## config.mk

```make
export PLATFORM = sky130hd
export DESIGN_NAME = seg_scan_ctrl
export DESIGN_NICKNAME = d
export VERILOG_FILES = /design/src/rtl/seg_scan_ctrl_pkg.sv /design/src/rtl/seg_scan_ctrl_seg7_decode.sv /design/src/rtl/seg_scan_ctrl.sv
export SDC_FILE = /design/constraint.sdc
export NUM_CORES = 1
export LEC_CHECK = 0
export CORE_UTILIZATION = 55
export DETAILED_ROUTE_END_ITERATION = 7
export PLACE_DENSITY = 0.78
export SLEW_MARGIN = 15
export SYNTH_ARGS = -nofsm -noshare
export SYNTH_HDL_FRONTEND = slang
export SYNTH_SLANG_ARGS = --single-unit
```

## constraint.sdc

```tcl
create_clock -name CLK -period 6.7 [get_ports CLK]
set_input_delay 1.675 -clock CLK [delete_from_list [all_inputs] [get_ports CLK]]
set_output_delay 1.675 -clock CLK [all_outputs]
set_load 0.01 [all_outputs]
```

## src/rtl/seg_scan_ctrl_pkg.sv

```systemverilog
// Shared constants for the multiplexed 7-segment scan controller.
package seg_pkg;

  localparam int NUM_DIGITS = 6;

  // Slot length and blanking gap defaults (50 MHz clock, 10 ms slot).
  localparam logic [18:0] T_DWELL_DEF   = 19'd499_999;
  localparam logic [18:0] BLANK_CYC_DEF = 19'd1000;

  // Active-low segment patterns {g,f,e,d,c,b,a}.
  localparam logic [6:0] SEG_0   = 7'h40;
  localparam logic [6:0] SEG_1   = 7'h79;
  localparam logic [6:0] SEG_2   = 7'h24;
  localparam logic [6:0] SEG_3   = 7'h30;
  localparam logic [6:0] SEG_4   = 7'h19;
  localparam logic [6:0] SEG_5   = 7'h12;
  localparam logic [6:0] SEG_6   = 7'h02;
  localparam logic [6:0] SEG_7   = 7'h78;
  localparam logic [6:0] SEG_8   = 7'h00;
  localparam logic [6:0] SEG_9   = 7'h10;
  localparam logic [6:0] SEG_A   = 7'h08;
  localparam logic [6:0] SEG_B   = 7'h03;
  localparam logic [6:0] SEG_C   = 7'h46;
  localparam logic [6:0] SEG_D   = 7'h21;
  localparam logic [6:0] SEG_E   = 7'h06;
  localparam logic [6:0] SEG_F   = 7'h0E;
  localparam logic [6:0] SEG_OFF = 7'h7F;

endpackage

```

## src/rtl/seg_scan_ctrl_seg7_decode.sv

```systemverilog
// Hex nibble to active-low 7-segment pattern (dp handled by the caller).
module seg7_decode
  import seg_pkg::*;
(
  input  logic [3:0] nibble,
  output logic [6:0] seg
);

  // Pure lookup; every nibble value has a glyph.
  always_comb begin
    seg = SEG_OFF;
    case (nibble)
      4'h0: seg = SEG_0;
      4'h1: seg = SEG_1;
      4'h2: seg = SEG_2;
      4'h3: seg = SEG_3;
      4'h4: seg = SEG_4;
      4'h5: seg = SEG_5;
      4'h6: seg = SEG_6;
      4'h7: seg = SEG_7;
      4'h8: seg = SEG_8;
      4'h9: seg = SEG_9;
      4'hA: seg = SEG_A;
      4'hB: seg = SEG_B;
      4'hC: seg = SEG_C;
      4'hD: seg = SEG_D;
      4'hE: seg = SEG_E;
      4'hF: seg = SEG_F;
      default: seg = SEG_OFF;
    endcase
  end

endmodule

```

## src/rtl/seg_scan_ctrl.sv

```systemverilog
// Time-slices a double-buffered 6-digit value onto the shared segment bus,
// with a blank gap at each slot start, leading-zero blanking and a
// req/ack load that only commits on frame boundaries.
module seg_scan_ctrl
  import seg_pkg::*;
#(
  parameter logic [18:0] T_DWELL   = T_DWELL_DEF,
  parameter logic [18:0] BLANK_CYC = BLANK_CYC_DEF
) (
  input  logic        CLK,
  input  logic        RST_n,
  input  logic [23:0] Data_In,
  input  logic [5:0]  Dp_In,
  input  logic        Blank_En,
  input  logic        Load_Req,
  output logic        Load_Ack,
  output logic [5:0]  Column_Scan_Sig,
  output logic [7:0]  Row_Scan_Sig,
  output logic        Frame_Done
);

  localparam logic [2:0] LAST_IDX = 3'(NUM_DIGITS - 1);

  logic [18:0] count_reg, count_next;
  logic [2:0]  idx_reg, idx_next;
  logic [23:0] act_data_reg, act_data_next;
  logic [5:0]  act_dp_reg, act_dp_next;
  logic [23:0] pend_data_reg, pend_data_next;
  logic [5:0]  pend_dp_reg, pend_dp_next;
  logic        pend_valid_reg, pend_valid_next;
  logic [5:0]  col_reg, col_next;
  logic [7:0]  row_reg, row_next;
  logic        ack_reg, ack_next;
  logic        fd_reg, fd_next;

  logic                  idx_valid;
  logic                  boundary;
  logic [3:0]            cur_nibble;
  logic                  cur_dp;
  logic                  cur_lz_blank;
  logic [6:0]            cur_seg;
  logic [NUM_DIGITS-1:0] upper_zero;

  assign idx_valid = (idx_reg <= LAST_IDX);
  assign boundary  = (idx_reg == LAST_IDX) && (count_reg == T_DWELL);

  // upper_zero[i]: every active nibble from digit i up to the top is zero.
  generate
    for (genvar gi = 0; gi < NUM_DIGITS; gi++) begin : g_upper_zero
      assign upper_zero[gi] = (act_data_reg[4*gi +: 4*(NUM_DIGITS-gi)] == '0);
    end
  endgenerate

  // Select the nibble, dp and blanking flag of the digit being scanned.
  always_comb begin
    cur_nibble   = 4'h0;
    cur_dp       = 1'b0;
    cur_lz_blank = 1'b0;
    for (int i = 0; i < NUM_DIGITS; i++) begin
      if (idx_reg == 3'(i)) begin
        cur_nibble   = act_data_reg[4*i +: 4];
        cur_dp       = act_dp_reg[i];
        cur_lz_blank = (i != 0) && upper_zero[i];
      end
    end
  end

  seg7_decode u_decode (
    .nibble (cur_nibble),
    .seg    (cur_seg)
  );

  // Slot/digit sequencing, buffer handshake and next registered outputs.
  always_comb begin
    count_next      = count_reg;
    idx_next        = idx_reg;
    act_data_next   = act_data_reg;
    act_dp_next     = act_dp_reg;
    pend_data_next  = pend_data_reg;
    pend_dp_next    = pend_dp_reg;
    pend_valid_next = pend_valid_reg;
    col_next        = 6'h3F;
    row_next        = 8'hFF;
    ack_next        = 1'b0;
    fd_next         = 1'b0;

    if (!idx_valid) begin
      // Recover from an illegal digit index with the display off.
      count_next = '0;
      idx_next   = '0;
    end else if (count_reg >= T_DWELL) begin
      count_next = '0;
      idx_next   = (idx_reg == LAST_IDX) ? 3'd0 : idx_reg + 3'd1;
    end else begin
      count_next = count_reg + 19'd1;
    end

    if (Load_Req) begin
      pend_data_next  = Data_In;
      pend_dp_next    = Dp_In;
      pend_valid_next = 1'b1;
    end

    // The old pending value commits; a same-cycle request stays pending.
    if (boundary) begin
      fd_next = 1'b1;
      if (pend_valid_reg) begin
        act_data_next = pend_data_reg;
        act_dp_next   = pend_dp_reg;
        ack_next      = 1'b1;
        if (!Load_Req) begin
          pend_valid_next = 1'b0;
        end
      end
    end

    if (idx_valid && (count_reg >= BLANK_CYC)) begin
      col_next = ~(6'd1 << idx_reg);
      row_next = {~cur_dp, (Blank_En && cur_lz_blank) ? SEG_OFF : cur_seg};
    end
  end

  // State and output registers with synchronous active-low reset.
  always_ff @(posedge CLK) begin
    if (!RST_n) begin
      count_reg      <= '0;
      idx_reg        <= '0;
      act_data_reg   <= '0;
      act_dp_reg     <= '0;
      pend_data_reg  <= '0;
      pend_dp_reg    <= '0;
      pend_valid_reg <= 1'b0;
      col_reg        <= 6'h3F;
      row_reg        <= 8'hFF;
      ack_reg        <= 1'b0;
      fd_reg         <= 1'b0;
    end else begin
      count_reg      <= count_next;
      idx_reg        <= idx_next;
      act_data_reg   <= act_data_next;
      act_dp_reg     <= act_dp_next;
      pend_data_reg  <= pend_data_next;
      pend_dp_reg    <= pend_dp_next;
      pend_valid_reg <= pend_valid_next;
      col_reg        <= col_next;
      row_reg        <= row_next;
      ack_reg        <= ack_next;
      fd_reg         <= fd_next;
    end
  end

  assign Column_Scan_Sig = col_reg;
  assign Row_Scan_Sig    = row_reg;
  assign Load_Ack        = ack_reg;
  assign Frame_Done      = fd_reg;

endmodule

```

==> results by group <==
Outcome
  • Status: finished clean

Worst setup path
  • Crit path required time: about 6900 ps
  • CP Buf/Inv Count: 2
  • Critical Path End Type: flip-flop
  • Critical-path cell list: clkdlybuf4s50_1 -> buf_4 -> a21boi_1 -> nand3_1 -> a21oi_2 -> o221ai_1
  • Worst-path fanout max: 67
  • CP arrival: around 3800 ps
  • Largest stage delay, worst path: about 560 ps
  • Largest delay contributor family on the critical path: compound AO/OA/AOI/OAI gates
  • Setup CP Type: in -> reg
  • Slowest-stage cell, CP: a21boi_1
  • Startpoint types: input pin

CTS
  • CTS clk-pin slew, worst paths: 80 ps
  • CTS max path bufs: 2
  • CTS Buf Count: 9
  • CTS tree: built
  • Root Buffer: clkbuf_8
  • Postcts setup bufs: 0
  • Max H-tree Level: 3
  • Clock sink count: 99
  • Resize count post-CTS: 0
  • Worst-Skew Late Latency: around 360 ps
  • Hold Buf Count CTS: 0

Pwr
  • Final Power: 1.08 mW
  • PwrDens: roughly 200 nW/um^2
  • Maximum vdd ir drop: between 0.1 and 0.15 mV
  • LEAKAGE: 1.93 nW

Finish
  • Most frequent cells in the layout: dfxtp_1 (99), nand2_1 (82), clkdlybuf4s50_1 (48)
  • P&R area growth vs syn: 14.5%
  • Post-Route Utilization: around two thirds
  • Layout cells sized above 1: a little under an eighth
  • N_diodes: 0
  • Most common cell after layout, fill and taps aside: dfxtp_1
  • Post-layout net count: roughly 570
  • Final cell count without fillers: between 600 and 700
  • Post-route cell area: approximately 5400 sq um

Worst hold path
  • Worst hold path type: reg -> reg

Global route
  • Largest net degree at the start of global routing: 68
  • Remaining global-route overflow: 0
  • Global-route wire length before repair: roughly 15000 microns
  • Vias in the first global route: 3389
  • Antenna violations before repair: 0
  • Gr usage total: between 20 and 25%

Drt
  • Initial DRT Pass Iterations: 4
  • DRC Markers: 0
  • Post-route ant nets: 0
  • Vias post-DR: between 3000 and 4000
  • Routed vias/inst: roughly 5.5
  • WL per Instance: between 10 and 15 microns
  • Initial detailed-routing violation count: ~190
  • Routed wire length: 9090 microns

Timing
  • Worst-Margin Slew: between 900 and 1000 ps
  • Max Transition Viols Final: 0
  • Worst rel slew slack: just under 40%
  • Fin crit period: between 3000 and 4000 ps
  • Final Worst Setup Slack: around 3100 ps
  • Final Cycle Share: 53.5%
  • Clock Skew: about 7.6 ps
  • Min Hold Slack: 470 ps
  • Final Hold Viols: 0
  • # setup viols final: 0
  • RSZ-0062 raised after global routing: no
  • Setup TNS: 0 ps
  • Fmax: 0.279 GHz

Logic synthesis
  • Synthesized area per cell: 9.47 sq um
  • Number of flops mapped to enable cells by yosys: 0
  • Post-synthesis sequential element count: ~100
  • Distinct cells, synth: between 50 and 60
  • Asr flop ratio synth: 0%
  • Cell Area, Synth: 4680 sq um
  • Yosys warning total: 0
  • Cell count after synthesis: slightly below 500
  • Multiplexer share of the synthesized area: under 10%
  • Post-synthesis sequential area ratio: around 42%
  • Adder-Cell Fraction of Synth Area: 2.14%
  • Xor/xnor share of the synthesized area: roughly 2.8%
  • Syn nets: 536
  • Main combinational cell family by area after synthesis: simple AND/OR/NAND/NOR gates
  • Synth Flop Type: dfxtp_1
  • Post-synthesis simple-gate area fraction: 24.2%
  • Post-synthesis compound-gate area fraction: between 10% and 20%

Placed design
  • Dpl cell area: a little over 5000 sq um
  • Hpwl dp: 6410 microns
  • Post-placement cell count: 623
  • Gp weighted congestion: approximately 0.86
  • Pre-CTS setup slack: 2760 ps
  • PortBufs: a little under 50

Die
  • Rows: 33
  • Die Area: just under 9000 sq um
  • Ports: 50
  • Core ar.: approximately 8000 sq um
  • Die W: around 94 microns
  • Starting Density: between 50% and 60%
  • Die height: between 90 and 100 microns

Run
  • Maxcap violations: 0
-- synthesized netlist by cell type (2+ instances only) --
cell type | number | area share [%]
a211oi_1 | 2 | 0.32
a21boi_2 | 30 | 7.2
a21o_1 | 2 | 0.32
a21oi_1 | 8 | 0.86
a221o_1 | 2 | 0.43
a221oi_2 | 2 | 0.64
and2_1 | 7 | 0.94
and3_1 | 5 | 0.67
and4_1 | 6 | 1.1
buf_1 | 3 | 0.24
buf_2 | 3 | 0.32
buf_6 | 8 | 1.9
clkbuf_1 | 11 | 0.88
clkbuf_2 | 2 | 0.21
dfxtp_1 | 99 | 42
ha_1 | 8 | 2.1
inv_1 | 11 | 0.88
mux2i_1 | 40 | 8.6
nand2_1 | 82 | 6.6
nand2b_1 | 3 | 0.40
nand3_1 | 14 | 1.5
nand3b_1 | 5 | 0.80
nand4_1 | 7 | 0.94
nor2_1 | 26 | 2.1
nor2b_1 | 33 | 4.4
nor3_1 | 8 | 0.86
nor4_1 | 8 | 1.1
nor4bb_1 | 2 | 0.43
o2111ai_1 | 3 | 0.56
o21ai_0 | 6 | 0.64
o221ai_1 | 5 | 0.94
o2bb2ai_1 | 3 | 0.56
o31ai_1 | 2 | 0.32
xnor2_1 | 8 | 1.5
xor2_1 | 7 | 1.3
-- final timing paths --
| path | startpoint | to | slack, ps | cells past startpoint |
|---|---|---|---|---|
| hold / removal | act_dp_reg[4] | act_dp_reg[4] | 470 | 2 |
| setup reg to reg | idx_reg[0] | Row_Scan_Sig[3] | 3770 | 11 |
| setup / recovery | RST_n | Row_Scan_Sig[4] | 3120 | 6 |
| hold reg to reg | act_dp_reg[4] | act_dp_reg[4] | 470 | 2 |
-- worst min-delay path: stages, from the launching register on --
cell and delay (ps):
dfxtp_1 320, nand2_1 70, a21boi_2 40
-- metal layers --
| layer | track usage [%] | share of wire, % |
|---|---|---|
| met1 | 27.2 | 47 |
| met2 | 37.8 | 47 |
| met3 | 3.64 | 3.4 |
| met4 | 8.59 | 1.7 |
| met5 | 0 | 0 |
-- where the power goes --
part           switching [mW]  leakage, nW  internal [mW]
registers             0.00819        0.805          0.601
clock network           0.202        0.111          0.212
logic                  0.0216         1.01         0.0370
-- cell type report --
class / count / area [sq um]
Fill cell: 674 / 2860
Multi-Input combinational cell: 357 / 2490
Sequential cell: 99 / 1980
Timing Repair Buffer: 51 / 500
Tap cell: 105 / 131
Clock buffer: 10 / 128
Clock inverter: 6 / 87.6
Inverter: 11 / 41.3
-- cell families after synthesis --
group	Yosys count
and+or+nand+nor	216
adders and majority gates	8
xor gates and xnor gates	15
buffers and inverters	38
AOI/OAI and AO/OA	78
DFF	99
muxes	40
(Power assumes the default switching activity.)
==> patch, RTL diff (same flow settings) <==
`NUM_DIGITS`: 6 -> 3.
--- a/src/rtl/seg_scan_ctrl_pkg.sv
+++ b/src/rtl/seg_scan_ctrl_pkg.sv
@@ -1,7 +1,7 @@
 // Shared constants for the multiplexed 7-segment scan controller.
 package seg_pkg;
 
-  localparam int NUM_DIGITS = 6;
+  localparam int NUM_DIGITS = 3;
 
   // Slot length and blanking gap defaults (50 MHz clock, 10 ms slot).
   localparam logic [18:0] T_DWELL_DEF   = 19'd499_999;
Check against the original RTL: same outputs for any inputs over 10 cycles, from zero or initial values and one cycle with RST_n low; that may be too few to reach the edited logic, so the function may still have changed.
==> patch against the unedited design <==
- synthesized area fell by 32%
- cell count fell by 31%
- power fell by 31%
- wire length fell by 35%
- via count fell by 32%
- final area fell by 32%
- sequential cell count fell by 30
- setup slack improved by 0.52 ns
==> patch: results (changes against the unedited design) <==
Place
  – Cells after DPL: 429 (was 623)
  – Placed instance area: 3490 µm² (was 5140 µm²)
  – RD Place Congestion: 0.849 (was 0.857)
  – Port Buf Inserts: 34 (was 49)
  – Post-Place Setup Slack: 3.30 ns (was 2.76 ns)

Global routing
  – Met3 usage: 3.88% (was 3.64%)
  – Wire length of the first global-routing pass: 10,000 µm (was 15,400 µm)
  – Pin count of the biggest net entering global routing: 35 (was 68)
  – M1 GR Usage: 28.6% (was 27.2%)
  – Vias in the first global route: 2,180 (was 3,389)
  – Met2 Use GR: 31.8% (was 37.8%)

Worst setup path
  – Reg2reg setup slack: 4.36 ns (was 3.77 ns)
  – CP Data Arrival Time: 3.30 ns (was 3.81 ns)
  – R2r worst-path depth: 8 (was 11)

Clock network
  – Clk Latency, worst-skew pair: 0.34 ns (was 0.36 ns)
  – Worst-path clk slew: 0.07 ns

Finish
  – Fillers: 468 (was 674)
  – Num sequential: 69 (was 99)
  – FF/Latch Area: 1380 µm² (was 1980 µm²)
  – Inverters: 7 (was 11)
  – Share of cells above drive strength 1: 8.33% (was 11.4%)
  – Post-route non-filler standard cell count: 444 (was 639)
  – Seq area share: 37.8% (was 37.0%)
  – ClkCell Share: 4.32% (was 4.02%)
  – Buffers, non-clock: 35 (was 51)
  – Final nets: 411 (was 571)
  – Multi-Input Combinational: 246 (was 357)

Route
  – Met1 WL: 2960 µm (was 4310 µm)
  – DR iter-0 viols: 123 (was 186)
  – Vias per cell: 5.34 (was 5.49)
  – DR WL met2: 2590 µm (was 4310 µm)
  – DR WL met3: 213 µm (was 312 µm)

Hold path
  – Hold Startpoint: act_data_reg[3] (was act_dp_reg[4])

Floorplan
  – Tap cells: 72 (was 105)

STA
  – Tightest hold margin: 0.450 ns (was 0.470 ns)
  – Slew HR: 41.2% (was 39.7%)
  – Skew final: 0.00999 ns (was 0.00760 ns)

Yosys
  – Post-synthesis xor/xnor area fraction: 4.71% (was 2.81%)
  – Distinct cells, synth: 56 (was 58)
  – Sequential share of the synthesized area: 43.7% (was 42.4%)
  – Post-synthesis compound-gate area fraction: 10.9% (was 15.5%)
  – Synth area leaders: dfxtp_1 (44%), mux2i_1 (6.6%), nand3_1 (4.0%), nand2_1 (3.9%), nor2b_1 (3.8%) (was dfxtp_1 (42%), mux2i_1 (8.6%), a21boi_2 (7.2%), nand2_1 (6.6%), nor2b_1 (4.4%))
  – Mux share of post-synthesis cell area: 7.00% (was 8.56%)
  – Adder-Cell Fraction of Synth Area: 3.56% (was 2.14%)

Power
  – Pleak: 1.37 nW (was 1.93 nW)
  – Net Sw Frac: 23.0% (was 21.4%)
  – Peak VDD IR: 0.000155 V (was 0.000137 V)

Run status
  – Outcome: finished, final reports clean (unchanged)
-- patch: power by group through the flow --
stage	Combinational [mW]	Clock [mW]	Sequential, mW
after floorplan	0.0229	0	0.431
after global placement	0.0348	0	0.434
after detailed placement	0.0356	0	0.434
after CTS	0.0359	0.288	0.425
after global routing	0.0394	0.306	0.427
final	0.0357	0.281	0.425
-- patch: worst max path at each step --
stage / depth (start not counted) / endpoint / slack (ns) / from
after detailed placement: 4 / Row_Scan_Sig[2] / 3.30 / Blank_En
after floorplan: 3 / Row_Scan_Sig[2] / 3.84 / Blank_En
after global placement: 4 / Row_Scan_Sig[2] / 3.28 / Blank_En
after global routing: 4 / Row_Scan_Sig[2] / 3.58 / Blank_En
after CTS: 4 / Row_Scan_Sig[2] / 3.65 / Blank_En
final: 4 / Row_Scan_Sig[2] / 3.63 / Blank_En
-- patch: critical path: stages --
cell and delay [ns]:
clkdlybuf4s50_1 0.47, or4b_2 0.58, o41a_2 0.47, o311ai_0 0.11
